### src/rtl/lsu_pkg.sv
// Shared definitions for the load/store unit: datapath width, funct3 codes
// for loads and stores, and the transaction FSM state type.
package lsu_pkg;

  localparam int unsigned CPU_WIDTH = 32;

  // Load funct3 codes
  localparam logic [2:0] LSU_LB  = 3'b000;
  localparam logic [2:0] LSU_LH  = 3'b001;
  localparam logic [2:0] LSU_LW  = 3'b010;
  localparam logic [2:0] LSU_LBU = 3'b100;
  localparam logic [2:0] LSU_LHU = 3'b101;

  // Store funct3 codes
  localparam logic [2:0] LSU_SB  = 3'b000;
  localparam logic [2:0] LSU_SH  = 3'b001;
  localparam logic [2:0] LSU_SW  = 3'b010;

  typedef enum logic [1:0] {
    StIdle = 2'b00,
    StReq  = 2'b01,
    StResp = 2'b10,
    StDone = 2'b11
  } lsu_state_e;

endpackage

### src/rtl/lsu_align.sv
// Combinational alignment helpers for the load/store unit.
// Ports:
//   op, we, addr       current instruction funct3, store flag, address low bits
//   wdata              raw store data
//   be, wdata_rep      bus byte enables and lane-replicated store data
//   misalign           misaligned access or illegal funct3
//   ld_op, ld_lane     funct3 and byte lane latched at request time
//   ld_word            raw bus read word
//   ld_data            selected and sign/zero-extended load result
module lsu_align import lsu_pkg::*; (
  input  logic [2:0]           op,
  input  logic                 we,
  input  logic [1:0]           addr,
  input  logic [CPU_WIDTH-1:0] wdata,
  output logic [3:0]           be,
  output logic [CPU_WIDTH-1:0] wdata_rep,
  output logic                 misalign,
  input  logic [2:0]           ld_op,
  input  logic [1:0]           ld_lane,
  input  logic [CPU_WIDTH-1:0] ld_word,
  output logic [CPU_WIDTH-1:0] ld_data
);

  logic       illegal;
  logic       unaligned;
  logic [7:0] ld_byte;
  logic [15:0] ld_half;

  always_comb begin
    // Stores only allow SB/SH/SW; loads reject 011, 110 and 111.
    if (we) begin
      illegal = op[2] | (op[1:0] == 2'b11);
    end else begin
      illegal = (op[1:0] == 2'b11) | (op[2] & op[1]);
    end
    case (op[1:0])
      2'b01:   unaligned = addr[0];
      2'b10:   unaligned = |addr;
      default: unaligned = 1'b0;
    endcase
    misalign = illegal | unaligned;
  end

  always_comb begin
    be        = 4'hF;
    wdata_rep = '0;
    if (we) begin
      case (op)
        LSU_SB: begin
          be        = 4'b0001 << addr;
          wdata_rep = {4{wdata[7:0]}};
        end
        LSU_SH: begin
          be        = addr[1] ? 4'b1100 : 4'b0011;
          wdata_rep = {2{wdata[15:0]}};
        end
        default: begin
          be        = 4'hF;
          wdata_rep = wdata;
        end
      endcase
    end
  end

  // Halfword lanes are always aligned here, so only ld_lane[1] matters.
  assign ld_byte = ld_word[{ld_lane, 3'b000} +: 8];
  assign ld_half = ld_word[{ld_lane[1], 4'b0000} +: 16];

  always_comb begin
    case (ld_op)
      LSU_LB:  ld_data = {{24{ld_byte[7]}}, ld_byte};
      LSU_LH:  ld_data = {{16{ld_half[15]}}, ld_half};
      LSU_LBU: ld_data = {24'b0, ld_byte};
      LSU_LHU: ld_data = {16'b0, ld_half};
      default: ld_data = ld_word;
    endcase
  end

endmodule

### src/rtl/lsu.sv
// Load/store unit: runs one data-memory transaction per load/store over a
// req/gnt/rvalid bus and stalls the core until it completes.
// Ports:
//   clk, rst_n                 clock, asynchronous active-low reset
//   mem_req/we/op/addr/wdata   request from the execute stage (held until done)
//   lsu_stall                  hold pc/regfile write
//   lsu_done                   one-cycle completion pulse
//   lsu_rdata/misalign/fault   result, valid with lsu_done, zero otherwise
//   bus_req/we/addr/be/wdata   registered bus request
//   bus_gnt/rvalid/rdata/err   bus handshake and response
module lsu import lsu_pkg::*; #(
  parameter int unsigned TIMEOUT_CYC = 255
) (
  input  logic                 clk,
  input  logic                 rst_n,
  input  logic                 mem_req,
  input  logic                 mem_we,
  input  logic [2:0]           mem_op,
  input  logic [CPU_WIDTH-1:0] mem_addr,
  input  logic [CPU_WIDTH-1:0] mem_wdata,
  output logic                 lsu_stall,
  output logic                 lsu_done,
  output logic [CPU_WIDTH-1:0] lsu_rdata,
  output logic                 lsu_misalign,
  output logic                 lsu_fault,
  output logic                 bus_req,
  output logic                 bus_we,
  output logic [CPU_WIDTH-1:0] bus_addr,
  output logic [3:0]           bus_be,
  output logic [CPU_WIDTH-1:0] bus_wdata,
  input  logic                 bus_gnt,
  input  logic                 bus_rvalid,
  input  logic [CPU_WIDTH-1:0] bus_rdata,
  input  logic                 bus_err
);

  lsu_state_e state_q, state_d;

  logic                 bus_req_q, bus_we_q;
  logic [CPU_WIDTH-1:0] bus_addr_q, bus_wdata_q, rdata_q;
  logic [3:0]           bus_be_q;
  logic                 misalign_q, fault_q;
  logic [2:0]           op_q;
  logic [1:0]           lane_q;
  logic [31:0]          cnt_q;
  logic                 timeout;

  logic [3:0]           be_nxt;
  logic [CPU_WIDTH-1:0] wdata_nxt, ld_data;
  logic                 misalign;

  lsu_align u_align (
    .op        (mem_op),
    .we        (mem_we),
    .addr      (mem_addr[1:0]),
    .wdata     (mem_wdata),
    .be        (be_nxt),
    .wdata_rep (wdata_nxt),
    .misalign  (misalign),
    .ld_op     (op_q),
    .ld_lane   (lane_q),
    .ld_word   (bus_rdata),
    .ld_data   (ld_data)
  );

  // >= rather than == so a counter that ran past the limit still faults.
  assign timeout = (TIMEOUT_CYC != 0) && (cnt_q >= TIMEOUT_CYC - 32'd1);

  always_comb begin
    state_d   = state_q;
    lsu_stall = 1'b0;
    case (state_q)
      StIdle: begin
        lsu_stall = mem_req;
        if (mem_req) state_d = misalign ? StDone : StReq;
      end
      StReq: begin
        lsu_stall = 1'b1;
        if (timeout)      state_d = StDone;
        else if (bus_gnt) state_d = StResp;
      end
      StResp: begin
        lsu_stall = 1'b1;
        if (bus_rvalid || timeout) state_d = StDone;
      end
      default: state_d = StIdle;
    endcase
  end

  always_ff @(posedge clk or negedge rst_n) begin
    if (!rst_n) begin
      state_q     <= StIdle;
      bus_req_q   <= 1'b0;
      bus_we_q    <= 1'b0;
      bus_addr_q  <= '0;
      bus_be_q    <= '0;
      bus_wdata_q <= '0;
      rdata_q     <= '0;
      misalign_q  <= 1'b0;
      fault_q     <= 1'b0;
      op_q        <= '0;
      lane_q      <= '0;
      cnt_q       <= '0;
    end else begin
      state_q <= state_d;
      if ((state_q == StReq || state_q == StResp) && cnt_q != '1) begin
        cnt_q <= cnt_q + 32'd1;
      end
      case (state_q)
        StIdle: begin
          if (mem_req) begin
            if (misalign) begin
              misalign_q <= 1'b1;
            end else begin
              bus_req_q   <= 1'b1;
              bus_we_q    <= mem_we;
              bus_addr_q  <= {mem_addr[CPU_WIDTH-1:2], 2'b00};
              bus_be_q    <= be_nxt;
              bus_wdata_q <= wdata_nxt;
              op_q        <= mem_op;
              lane_q      <= mem_addr[1:0];
              cnt_q       <= '0;
            end
          end
        end
        StReq: begin
          if (timeout) begin
            bus_req_q <= 1'b0;
            fault_q   <= 1'b1;
            rdata_q   <= '0;
          end else if (bus_gnt) begin
            bus_req_q <= 1'b0;
          end
        end
        StResp: begin
          if (bus_rvalid) begin
            fault_q <= bus_err;
            rdata_q <= (bus_err || bus_we_q) ? '0 : ld_data;
          end else if (timeout) begin
            fault_q <= 1'b1;
            rdata_q <= '0;
          end
        end
        default: begin
          // Result registers only hold data during StDone.
          rdata_q    <= '0;
          misalign_q <= 1'b0;
          fault_q    <= 1'b0;
        end
      endcase
    end
  end

  assign lsu_done     = (state_q == StDone);
  assign lsu_rdata    = rdata_q;
  assign lsu_misalign = misalign_q;
  assign lsu_fault    = fault_q;
  assign bus_req      = bus_req_q;
  assign bus_we       = bus_we_q;
  assign bus_addr     = bus_addr_q;
  assign bus_be       = bus_be_q;
  assign bus_wdata    = bus_wdata_q;

endmodule
### config.mk
export PLATFORM = sky130hd
export DESIGN_NAME = lsu
export DESIGN_NICKNAME = d
export VERILOG_FILES = /design/src/rtl/lsu_pkg.sv /design/src/rtl/lsu_align.sv /design/src/rtl/lsu.sv
export SDC_FILE = /design/constraint.sdc
export NUM_CORES = 1
export LEC_CHECK = 0
export CAP_MARGIN = 30
export CORE_ASPECT_RATIO = 0.9
export CORE_MARGIN = 4
export CORE_UTILIZATION = 40
export CTS_CLUSTER_DIAMETER = 60
export DETAILED_ROUTE_END_ITERATION = 10
export GPL_ROUTABILITY_DRIVEN = 0
export PLACE_DENSITY = 0.65
export SETUP_SLACK_MARGIN = 0.2
export SLEW_MARGIN = 20
export SYNTH_ARGS = -nofsm -noshare
export SYNTH_HDL_FRONTEND = slang
export SYNTH_SLANG_ARGS = --single-unit
### constraint.sdc
create_clock -name clk -period 5.2 [get_ports clk]
set_input_delay 0.52 -clock clk [delete_from_list [all_inputs] [get_ports clk]]
set_output_delay 0.52 -clock clk [all_outputs]
set_load 0.01 [all_outputs]
# Yosys cells after proc, flatten, opt, wreduce, memory -nomap -nowiden
# Cells that the tools add are included.
# totals
regBits	141
elab_cells	87
output_inout_bits	106
input_bits	106
# classes
n_shift	3
eq_ne	16
bitwise_logic	6
add_sub_neg	1
magnitude_cmp	1
n_reduce_logical	14
muxes	34
# op_table
cell	count
32-bit 2-to-1 mux	8
32-bit case mux with 4 select lines	1
32-bit case mux with 3 select lines	1
32-bit case mux with 2 select lines	1
32-bit by 1-bit adder with 32-bit output, second input constant	1
32-bit by 8-bit >= comparator with 1-bit output, second input constant	1
32-bit inequality test, second input constant	1
32-bit by 6-bit indexed part select with 16-bit output	1
32-bit by 6-bit indexed part select with 8-bit output	1
2-bit 2-to-1 mux	5
1-bit 2-to-1 mux	9
3-bit AND reduction	3
2-bit == test, second input constant	4
4-bit 2-to-1 mux	2
2-bit inequality test, second input constant	4
1-bit case mux with 2 select lines	4
4-bit case mux with 2 select lines	1
3-bit by 1-bit == test with 1-bit output, second input constant	2
3-bit == test, second input constant	2
3-bit logical NOT	2
2-bit case mux with 3 select lines	1
2-bit by 1-bit == test with 1-bit output, second input constant	2
4-bit AND reduction	1
2-bit OR reduction	2
other kinds (10)	15

# Logic depth before layout (Yosys ltp)
# depth
word_depth	7
depth_mapped	10
ltp_nobuf	7

# Modules after synthesis
# From an unflattened synthesis, not the netlist that was laid out.
# unflattened
cells_unflattened	991
area_unflattened_um2	8376.8
# by_module_without_submodules
module	area_per_inst_um2	seq_area_each_um2	cells_per_inst	n_inst
lsu	6806.5	3528.4	765	1
lsu_align	1570.3	0.0	226	1

# Worst setup path after synthesis
# OpenSTA, ideal clock, no wires.
# synth_path
kind	in2reg
start	input mem_op[0]
end	register bus_wdata_q[23] (netlist: bus_wdata[23])
setup_ns	0.117
required_time_ns	5.083
path_slack_ns	2.975
arrival_ns	2.108
n_path_buf	2
cell_stages	8
path_cell_list	inv_1 ha_1 clkbuf_1 o21bai_1 buf_2 mux2_2 nand3_1 nand2_1
# synth_between
elab_chain_len	6
word_cells_on_any_way	14
cone_classes	eq/ne (4); mux (4); bitwise (4); reduce/logical (2)
# synth_rtl
element	line	rtl
start, declared	lsu.sv:18	input logic [2:0] mem_op,
2-bit == test	lsu_align.sv:32, lsu_align.sv:34	
1-bit bitwise OR, on equally long branches	lsu_align.sv:34, lsu_align.sv:32	
1-bit 2-to-1 mux	lsu_align.sv:31	if (we) begin
1-bit bitwise OR	lsu_align.sv:41	misalign = illegal | unaligned;
1-bit NOT (no source line)	n/a	
3-bit AND reduction (no source line)	n/a	
end signal, assigned	lsu.sv:119	bus_wdata_q <= wdata_nxt;
end, declared	lsu.sv:40	logic [CPU_WIDTH-1:0] bus_addr_q, bus_wdata_q, rdata_q;
# Several ways; a longest one is shown, not always the timed one.
# A chain may end at the register's enable or synchronous reset.

# Worst setup path in the final report
# layout_path
start	register state_q[0]
end	register cnt_q[31]
# layout_between
elab_chain_len	7
word_cells_on_any_way	9
cone_classes	eq/ne (2); mux (4); reduce/logical (3)
# layout_rtl
element	line	rtl
start, declared	lsu.sv:37	lsu_state_e state_q, state_d;
start signal, assigned	lsu.sv:92	state_q <= StIdle;
start signal, assigned	lsu.sv:105	state_q <= state_d;
2-bit by 1-bit == test with 1-bit output or 2-bit == test (tied branches)	lsu.sv:106	if ((state_q == StReq || state_q == StResp) && cnt_q != '1) begin
1-bit logical OR	lsu.sv:106	
1-bit logical AND	lsu.sv:106	
32-bit 2-to-1 mux	lsu.sv:106	
32-bit 2-to-1 mux	lsu.sv:112	if (misalign) begin
32-bit 2-to-1 mux	lsu.sv:111	if (mem_req) begin
32-bit 2-to-1 mux *	lsu.sv:109	case (state_q)
end signal, assigned	lsu.sv:107	cnt_q <= cnt_q + 32'd1;
end, declared	lsu.sv:45	logic [31:0] cnt_q;
# Mark *: on every way between the ends. The rest lies on a longest branch, timed or not.

==> metrics <==
layout cells sized above 1 8.17%; Final min period 2920 ps; Commonest cells post-synth nand2_1 (227), dfrtp_1 (141), o21ai_0 (60); initial core utilization 40.9%; DIE WIDTH 150 um; diode count 0; Hold Buf Count CTS 0; total power 4.98 mW; cell accounting for the most synthesized area dfrtp_1; clock slew at reported path FFs 60 ps; RSZ-0062 raised after global routing no; Max Fclk 342 MHz; die height between 100 and 150 um; top post-synthesis cells by area dfrtp_1 (49%), nand2_1 (12%), o21ai_0 (4.1%), nand3_1 (2.9%), a22o_1 (2.9%); critical path type flip-flop to flip-flop; Logic pwr share between 30% and 40%; per-cell routed wire length 17.4 um; CTS Buf Count 17; CP endpoint kind flip-flop; max-cap viol count 0; Nets roughly 1,100; drc violations 0; num ports 212; Post-CTS Resized 0; switching share of power around 36%; clock share of power 25.1%; Tcrit/Tclk final 56.2%; DR vias/cell 5.27; worst vdd ir 270 uV; P_int between 3 and 4 mW; Pre-antenna DRT Iters 5; area share of the largest cell type after synthesis approximately half; gr usage total 21.7%; clk_skew just over 8 ps; vias 6,623; IO Port Bufs 209; Gate Count Post-Synth 818; Finished Cell Area 10,100 sq um; DRC marker count from the first detailed-route iteration between 300 and 400; clock sink total approximately 140; Yosys reg bits ~140; GRT overflow 0; post-CTS setup buffers 0; Syn Area/Cell 8.87 sq um; worst-margin pin slew 923 ps; Post-Route Setup TNS 0 ps; status finished, final reports clean; CP arrival approximately 3200 ps; cell total after placement 1,224; Routed WL around 22 mm; largest net degree at the start of global routing 93; non-filler cells in the finished layout 1,256; worst-skew pair later-pin latency 430 ps; CTS tree yes; Final Hold Fails 0; Placed Area around 9500 sq um; synthesized cell area 7250 sq um; ANT nets after route 0; count leader, synth nand2_1; synthesis-to-layout area growth 39.7%; Sequential Power Share 35.2%; HPWL after DPL 15.6 mm; asr flop ratio synth 100%; post-synthesis cell type count 59; Rows 46; fillers 1,618; Pleak 4.43 nW; CP Launch Type flip-flop; power density over the cells ~490 nW/um^2; Setup violations, final 0; Req. time, crit path 5490 ps; die area 20,400 sq um; antenna violations before repair 0; switching power 1.82 mW; worst rel slew slack 38.0%; clk buf depth 2; CTS Root Cell clkbuf_16; H-tree Lvls 4; Synth Warn # 0; vias in the first global route approximately 6,400; CORE AREA 17,700 sq um; HP Class primary input to async pin; first-pass GRT wire length 34.8 mm; EDFF count, synth 0; prevailing post-synth register cell dfrtp_1; Seq/Total Area, Yosys 48.6%; critical path fanouts, max 11; Pins Over Slew Limit 0
[critical path, stage by stage, from the launching register on]
cell      delay [ps]
dfrtp_1          400
inv_1             80
ha_1             520
nand4_1          220
nor4_1           680
nand3_1          350
o311ai_0         410
o41ai_1          130
[through the flow]
step | setup WS, ps | utilization, % | hold WS, ps
after floorplan | 2970 | - | 224
after global placement | 2010 | 53.4 | 448
after detailed placement | 2230 | 53.8 | 456
after CTS | 2300 | 57.1 | 215
after global routing | 1970 | 57.2 | 240
final | 2280 | 57.2 | 175
[path summary, 6_finish.rpt]
kind	startpoint	end	slack, ps	cells after the start
min	rst_n	bus_wdata[20]	170	1
min reg2reg	bus_wdata[27]	bus_wdata[27]	470	2
max reg2reg	state_q[0]	cnt_q[31]	2280	7
max	state_q[0]	cnt_q[31]	2280	7
max in group asynchronous	rst_n	lsu_rdata[6]	3840	2
min in group clk	bus_wdata[27]	bus_wdata[27]	470	2
[layout by cell type (no fill, tap or decap), types with 5 or more instances in the layout]
cell type | netlist | layout
and4_1 | 5 | 5
a21oi_1 | 31 | 31
o31ai_1 | 13 | 13
nand3_1 | 42 | 41
mux2_2 | 17 | 17
clkbuf_16 | 0 | 17
or3_1 | 11 | 11
o221ai_1 | 5 | 5
a22oi_1 | 8 | 8
buf_4 | 3 | 6
o21ai_0 | 60 | 60
xnor2_1 | 5 | 5
nor3_1 | 6 | 6
nor4_1 | 7 | 7
inv_1 | 21 | 21
nand2_1 | 227 | 227
a22o_1 | 24 | 24
ha_1 | 10 | 10
clkdlybuf4s50_1 | 0 | 208
nand4_1 | 8 | 8
nand2b_1 | 18 | 18
a21oi_2 | 9 | 9
a31oi_1 | 9 | 9
or4_1 | 12 | 12
dfrtp_1 | 141 | 141
nor2_1 | 25 | 25
[routing by layer]
| metal | vias up | track usage, % | routed length, um |
|---|---|---|---|
| met5 | - | 0 | 0 |
| met4 | 0 | 4.67 | 212 |
| met3 | 17 | 8.70 | 2060 |
| met2 | 199 | 33.4 | 10100 |
| met1 | 3167 | 29.2 | 9490 |
| li1 | 3240 | - | - |
[power groups by stage]
| stage | sequential [mW] | combinational [mW] | clock, mW |
|---|---|---|---|
| floorplan | 1.82 | 0.916 | 0 |
| global placement | 1.76 | 1.96 | 0 |
| detailed placement | 1.76 | 1.99 | 0 |
| CTS | 1.75 | 2.00 | 1.27 |
| global route | 1.81 | 2.19 | 1.32 |
| finish | 1.75 | 1.98 | 1.25 |
[flip-flops by register name, indices dropped and copies added (netlist names)]
signal	cells
bus_addr	30
bus_be	4
bus_req	1
bus_wdata	32
bus_we	1
cnt_q	32
lane_q	2
lsu_fault	1
lsu_misalign	1
lsu_rdata	32
op_q	3
state_q	2
[cell families (layout without fill, tap and decap cells)]
family	Yosys count	count (layout)	share of synthesized area (%)
and+or+nand+nor	381	381	24.1
other	1	2	0.0517
adders and majority gates	10	10	1.72
AOI/OAI and AO/OA	184	184	16.8
buffers and inverters	73	270	4.42
muxes	22	22	3.50
DFF	141	141	48.6
xor gates and xnor gates	6	6	0.724
[area by class of cell]
cell class | count | area [sq um] | share of cell area [%]
clock buffer | 19 | 433 | 4.27
timing repair buffer | 218 | 2200 | 21.7
clock inverter | 12 | 161 | 1.59
inverter | 21 | 78.8 | 0.778
multi-input combinational | 605 | 3430 | 33.9
sequential | 141 | 3530 | 34.8
tap | 240 | 300 | 2.96
Note: power is estimated with default switching activity, not from simulation.
==> patch 1 (same flow settings) <==
Make the reset (`rst_n`) synchronous in one clocked block. Comments in the files are not updated.
--- a/src/rtl/lsu.sv
+++ b/src/rtl/lsu.sv
@@ -87,7 +87,7 @@
     endcase
   end
 
-  always_ff @(posedge clk or negedge rst_n) begin
+  always_ff @(posedge clk) begin
     if (!rst_n) begin
       state_q     <= StIdle;
       bus_req_q   <= 1'b0;
Formal check against the unedited RTL: differs if rst_n is asserted again (counterexample within 4 cycles, from zero or initial values and one cycle with rst_n low); with rst_n held inactive, the same outputs for 4 cycles.
==> patch 1 against the original RTL <==
Sequential share of layout area shrank 4.6 points; worst setup slack got worse by 0.44 ns; hold slack better by 0.28 ns; sequential cell count unchanged; design area decreased by 7.7%; synthesized area down 9.9%; wire length shrank 5.0%.
Power is not compared: it rests on default switching activity, and its combinational part moved more than twofold at a synthesized area within 25%.
==> patch 1: results (changes against the original RTL) <==
Reg clk slew, reported paths: 0.06 ns (about the same)
Worst setup path start: mem_op[1]
FF-to-FF End: bus_wdata[31]
First-pass GRT wire length: 32.5 mm (-6.5%)
Post-synth top cells: nand2_1 (142), dfxtp_1 (141), a21oi_1 (86), nor2_1 (49), o21ai_0 (48)
Worst-case vdd ir drop: 0.289 mV
# diodes: 0 (unchanged)
Initial antenna violation count: 0 (unchanged)
Drt pass-1 iters: 5 (unchanged)
Top Layer Used: met4
Layout cells sized above 1: 5.86% (-2.3 points)
Top_reg_cell synth: dfxtp_1
Seq/Total Area, Yosys: 43.2% (-5.5 points)
Met1 usage: 29.5% (+0.36 points)
Cts repair resizes: 0 (unchanged)
Clk Tree Root Cell: clkbuf_16
Pre-CTS setup slack: 1.35 ns (-0.873 ns)
Fin. Hold Viols: 0 (unchanged)
Skew-Pair Late Insertion Delay: 0.42 ns
Post-DP HPWL: 15.0 mm (-3.9%)
Port bufs: 209 (unchanged)
Status: complete, no violations
Num CTS Buffers: 17 (unchanged)
H-tree levels: 4 (unchanged)
Largest net degree at the start of global routing: 47 (-49%)
Register-to-Register Path Depth: 8 (+1)
FF-to-FF setup slack: 1.94 ns (-0.34 ns)
Crit-path max cell delay: 0.70 ns (+0.02 ns)
Gr usage total: 22.2% (+0.44 points)
Hold Startpoint: bus_wdata[16]
CP max FO: 43 (+32)
Slowest cell on the critical path: nand3_1
Metal-1 WL: 9.48 mm (about the same)
WP data arrival: 3.69 ns (+0.48 ns)
Main area contributors after synthesis: dfxtp_1 (43%), nand2_1 (8.2%), a21oi_1 (6.6%)
Delay-heaviest family, CP: buffers and inverters
HP Class: reg2reg
GR Util met3: 6.61% (-2.1 points)
Placement Cell Area: 8740 µm² (-8.3%)
CTS max path bufs: 2 (unchanged)
Reg2Reg Launch Point: state_q[0]
Worst hold slack: 0.451 ns (+0.277 ns)
Vias: 6,519 (-1.6%)
DRT Wirelength: 20.8 mm (-5.0%)
Post-CTS setup repair buffer count: 0 (unchanged)
Max_slew headroom: 36.2% (-1.7 points)
Switching share of power: 30.5%
Initial DRC Count: 377 (+11%)
Post-synth cell types: 65 (+10%)
Total Nets Final: 1,093 (-2.4%)
Vias in the first global route: 6,193 (-3.9%)
Clock Skew: 0.00708 ns (-0.00120 ns)
Met3 wire len: 1.56 mm (-24%)
Wire length on met2: 9.37 mm (-7.1%)
Synth warnings: 0 (unchanged)
Remaining antenna violation count: 0 (unchanged)
Cell leakage power: 3.27 nW
Async set or reset register ratio after synthesis: 0% (-100 points)
GRT met2 Usage: 35.2% (+1.8 points)
==> patch 1: through the flow <==
stage               instances  util [%]
floorplan                 794         -
global placement         1161      54.3
detailed placement       1162      54.4
CTS                      1193      58.0
global route             1196      58.2
finish                   1196      58.2
==> patch 1: how the worst max path moves through the flow <==
stage / to / cells past startpoint / slack (ns)
2_1_floorplan: cnt_q[22] / 7 / 2.94
3_3_place_gp: bus_wdata[23] / 9 / 1.51
3_5_place_dp: bus_wdata[29] / 9 / 1.35
4_1_cts: bus_wdata[29] / 9 / 1.80
5_1_grt: bus_wdata[11] / 8 / 1.46
6_report: bus_wdata[31] / 9 / 1.84
==> patch 1: kinds of logic (layout without fill, tap and decap cells) <==
kind of cell / Yosys count / in the layout / share of synthesized area [%]
XOR/XNOR: 15 / 15 / 2.01
adder cells (fa/ha/maj): 10 / 10 / 1.91
multiplexers: 22 / 22 / 3.54
AND/OR/NAND/NOR: 288 / 288 / 20.5
flip-flops: 141 / 141 / 43.2
buffers and inverters: 72 / 267 / 4.31
other: 1 / 2 / 0.0574
AO/OA/AOI/OAI: 244 / 244 / 24.4
==> patch 1: cell type report <==
class                      instances  area [µm²]
clock buffer                      23         468
clock inverter                     8         115
fill                            1474        6720
inverter                          18        67.6
multi-input combinational        581        3450
sequential                       141        2820
tap                              207         259
timing repair buffer             218        2170
==> patch 1: power groups by stage <==
stage	sequential [mW]	clock [mW]	combinational, mW
2_1_floorplan	1.24	0	0.467
3_3_place_gp	1.23	0	0.828
3_5_place_dp	1.23	0	0.838
4_1_cts	1.21	1.24	0.842
5_1_grt	1.22	1.29	0.931
6_report	1.21	1.21	0.850
==> patch 2 (same settings) <==
Without the edit above. Change the parameter `TIMEOUT_CYC` from 255 to 127.
--- a/src/rtl/lsu.sv
+++ b/src/rtl/lsu.sv
@@ -9,7 +9,7 @@
 //   bus_req/we/addr/be/wdata   registered bus request
 //   bus_gnt/rvalid/rdata/err   bus handshake and response
 module lsu import lsu_pkg::*; #(
-  parameter int unsigned TIMEOUT_CYC = 255
+  parameter int unsigned TIMEOUT_CYC = 127
 ) (
   input  logic                 clk,
   input  logic                 rst_n,
Behaviour: no difference found for any inputs over 4 cycles, from zero or initial values and one cycle with rst_n low; that may be too few to reach the edited logic, so the function may still have changed.
==> patch 2 against the original RTL <==
Register-to-register slack better by 0.27 ns; power is 4.5% higher; hold slack better by 0.30 ns; global-route usage shrank 0.19 points; synthesized area is 0.36% higher; worst setup slack got worse by 0.14 ns; sequential cell count stayed put; design area grew 0.30%; wire length fell by 0.61%; critical path depth is 2 lower; largest cell class unchanged; largest power group unchanged.
==> patch 2: results (changes against the original RTL) <==
Skew-Pair Late Insertion Delay: 0.43 ns (about the same)
Total Nets Final: 1,142 (+2.0%)
Clk Tree Root Cell: clkbuf_16
Layout cells sized above 1: 7.99% (-0.18 points)
Main area contributors after synthesis: dfrtp_1 (48%), nand2_1 (12%), o21ai_0 (5.2%)
Slowest cell on the critical path: clkdlybuf4s50_1
Initial DRC Count: 354 (+3.8%)
Synth warnings: 0 (unchanged)
Tightest Pin Transition: 0.939 ns (+0.0151 ns)
Pre-CTS setup slack: 2.16 ns (-0.0640 ns)
Drt pass-1 iters: 5 (unchanged)
Cts repair resizes: 0 (unchanged)
# diodes: 0 (unchanged)
First-pass GRT wire length: 34.8 mm (about the same)
Vias: 6,712 (+1.3%)
Port bufs: 209 (unchanged)
Cell leakage power: 4.54 nW (+2.3%)
Worst-case vdd ir drop: 0.276 mV (+2.4%)
Num CTS Buffers: 17 (unchanged)
Register-to-Register Path Depth: 6 (-1)
Clock Skew: 0.0113 ns (+0.00306 ns)
DRT Wirelength: 21.7 mm (-0.61%)
WP data arrival: 2.54 ns (-0.67 ns)
Post-synth top cells: nand2_1 (229), dfrtp_1 (141), o21ai_0 (76), a21oi_1 (43)
Seq/Total Area, Yosys: 48.5% (-0.18 points)
Crit-path max cell delay: 0.61 ns (-0.07 ns)
Post-synth cell types: 65 (+10%)
Status: complete, no violations
H-tree levels: 4 (unchanged)
Post-Layout Cell Count: 1,279 (+1.8%)
CTS max path bufs: 2 (unchanged)
Largest net degree at the start of global routing: 99 (+6.5%)
Cell count after synthesis: 838 (+2.4%)
CP max FO: 9 (-2)
Dpl cells: 1,244 (+1.6%)
Async set or reset register ratio after synthesis: 100% (unchanged)
WHS Path Cells: 2
Initial antenna violation count: 0 (unchanged)
HP Class: reg2reg
Post-CTS setup repair buffer count: 0 (unchanged)
Int Pwr: 3.18 mW (+0.38%)
Reg clk slew, reported paths: 0.06 ns (about the same)
Post-DP HPWL: 15.5 mm (-0.80%)
Gr usage total: 21.5% (-0.19 points)
Delay-heaviest family, CP: buffers and inverters
==> patch 2: area by class of cell <==
class | count | area (µm²)
Fill cell | 1674 | 7560
Clock inverter | 13 | 129
Sequential cell | 141 | 3530
Inverter | 26 | 97.6
Tap cell | 240 | 300
Clock buffer | 19 | 443
Timing Repair Buffer | 221 | 2240
Multi-Input combinational cell | 619 | 3430
==> patch 2: routing by layer <==
layer  global-route usage, %  wire, µm
met2                    32.7      9730
met1                    28.6      9470
met3                    8.40      2190
met4                    6.35       332
met5                       0         0
==> patch 2: power by group through the flow <==
stage                     combinational [mW]  sequential, mW  clock [mW]
after global routing                    2.49            1.82        1.27
after detailed placement                2.24            1.77           0
after global placement                  2.21            1.77           0
after floorplan                         1.13            1.81           0
final                                   2.24            1.77        1.20
after CTS                               2.25            1.77        1.22
==> patch 2: cell families (layout without fill, tap and decap cells) <==
kind of cell | Yosys count | in the layout | synth area share [%]
compound gates | 190 | 190 | 16.1
xor+xnor | 5 | 5 | 0.602
fa+ha+maj | 10 | 10 | 1.72
buf+inv | 79 | 279 | 4.73
flops | 141 | 141 | 48.5
mux | 25 | 25 | 3.88
other cells | 1 | 2 | 0.0515
simple gates | 387 | 387 | 24.5
==> patch 2: path summary, 6_finish.rpt <==
kind / startpoint / endpoint / slack [ns]
setup / recovery: state_q[0] / lsu_stall / 2.14
hold / removal: bus_wdata[16] / bus_wdata[16] / 0.47
setup reg to reg: cnt_q[0] / cnt_q[21] / 2.55
min in group asynchronous: rst_n / bus_wdata[18] / 0.55
max in group asynchronous: rst_n / bus_addr[24] / 3.73
hold reg to reg: bus_wdata[16] / bus_wdata[16] / 0.47
==> patch 2: worst register-to-register path, cell delays in order (launching register included) <==
cell      delay [ns]
dfrtp_1         0.43
ha_1            0.27
nand4_1         0.30
nor4_1          0.73
a2111o_1        0.53
or3_2           0.19
a21oi_1         0.06
==> patch 2: per-stage QoR <==
step / cell area, µm² / hold WS, ns
6_report: 10200 / 0.472
5_1_grt: 10200 / 0.497
4_1_cts: 10100 / 0.224
3_5_place_dp: 9540 / 0.458
3_3_place_gp: 9500 / 0.455
2_1_floorplan: 7280 / 0.224
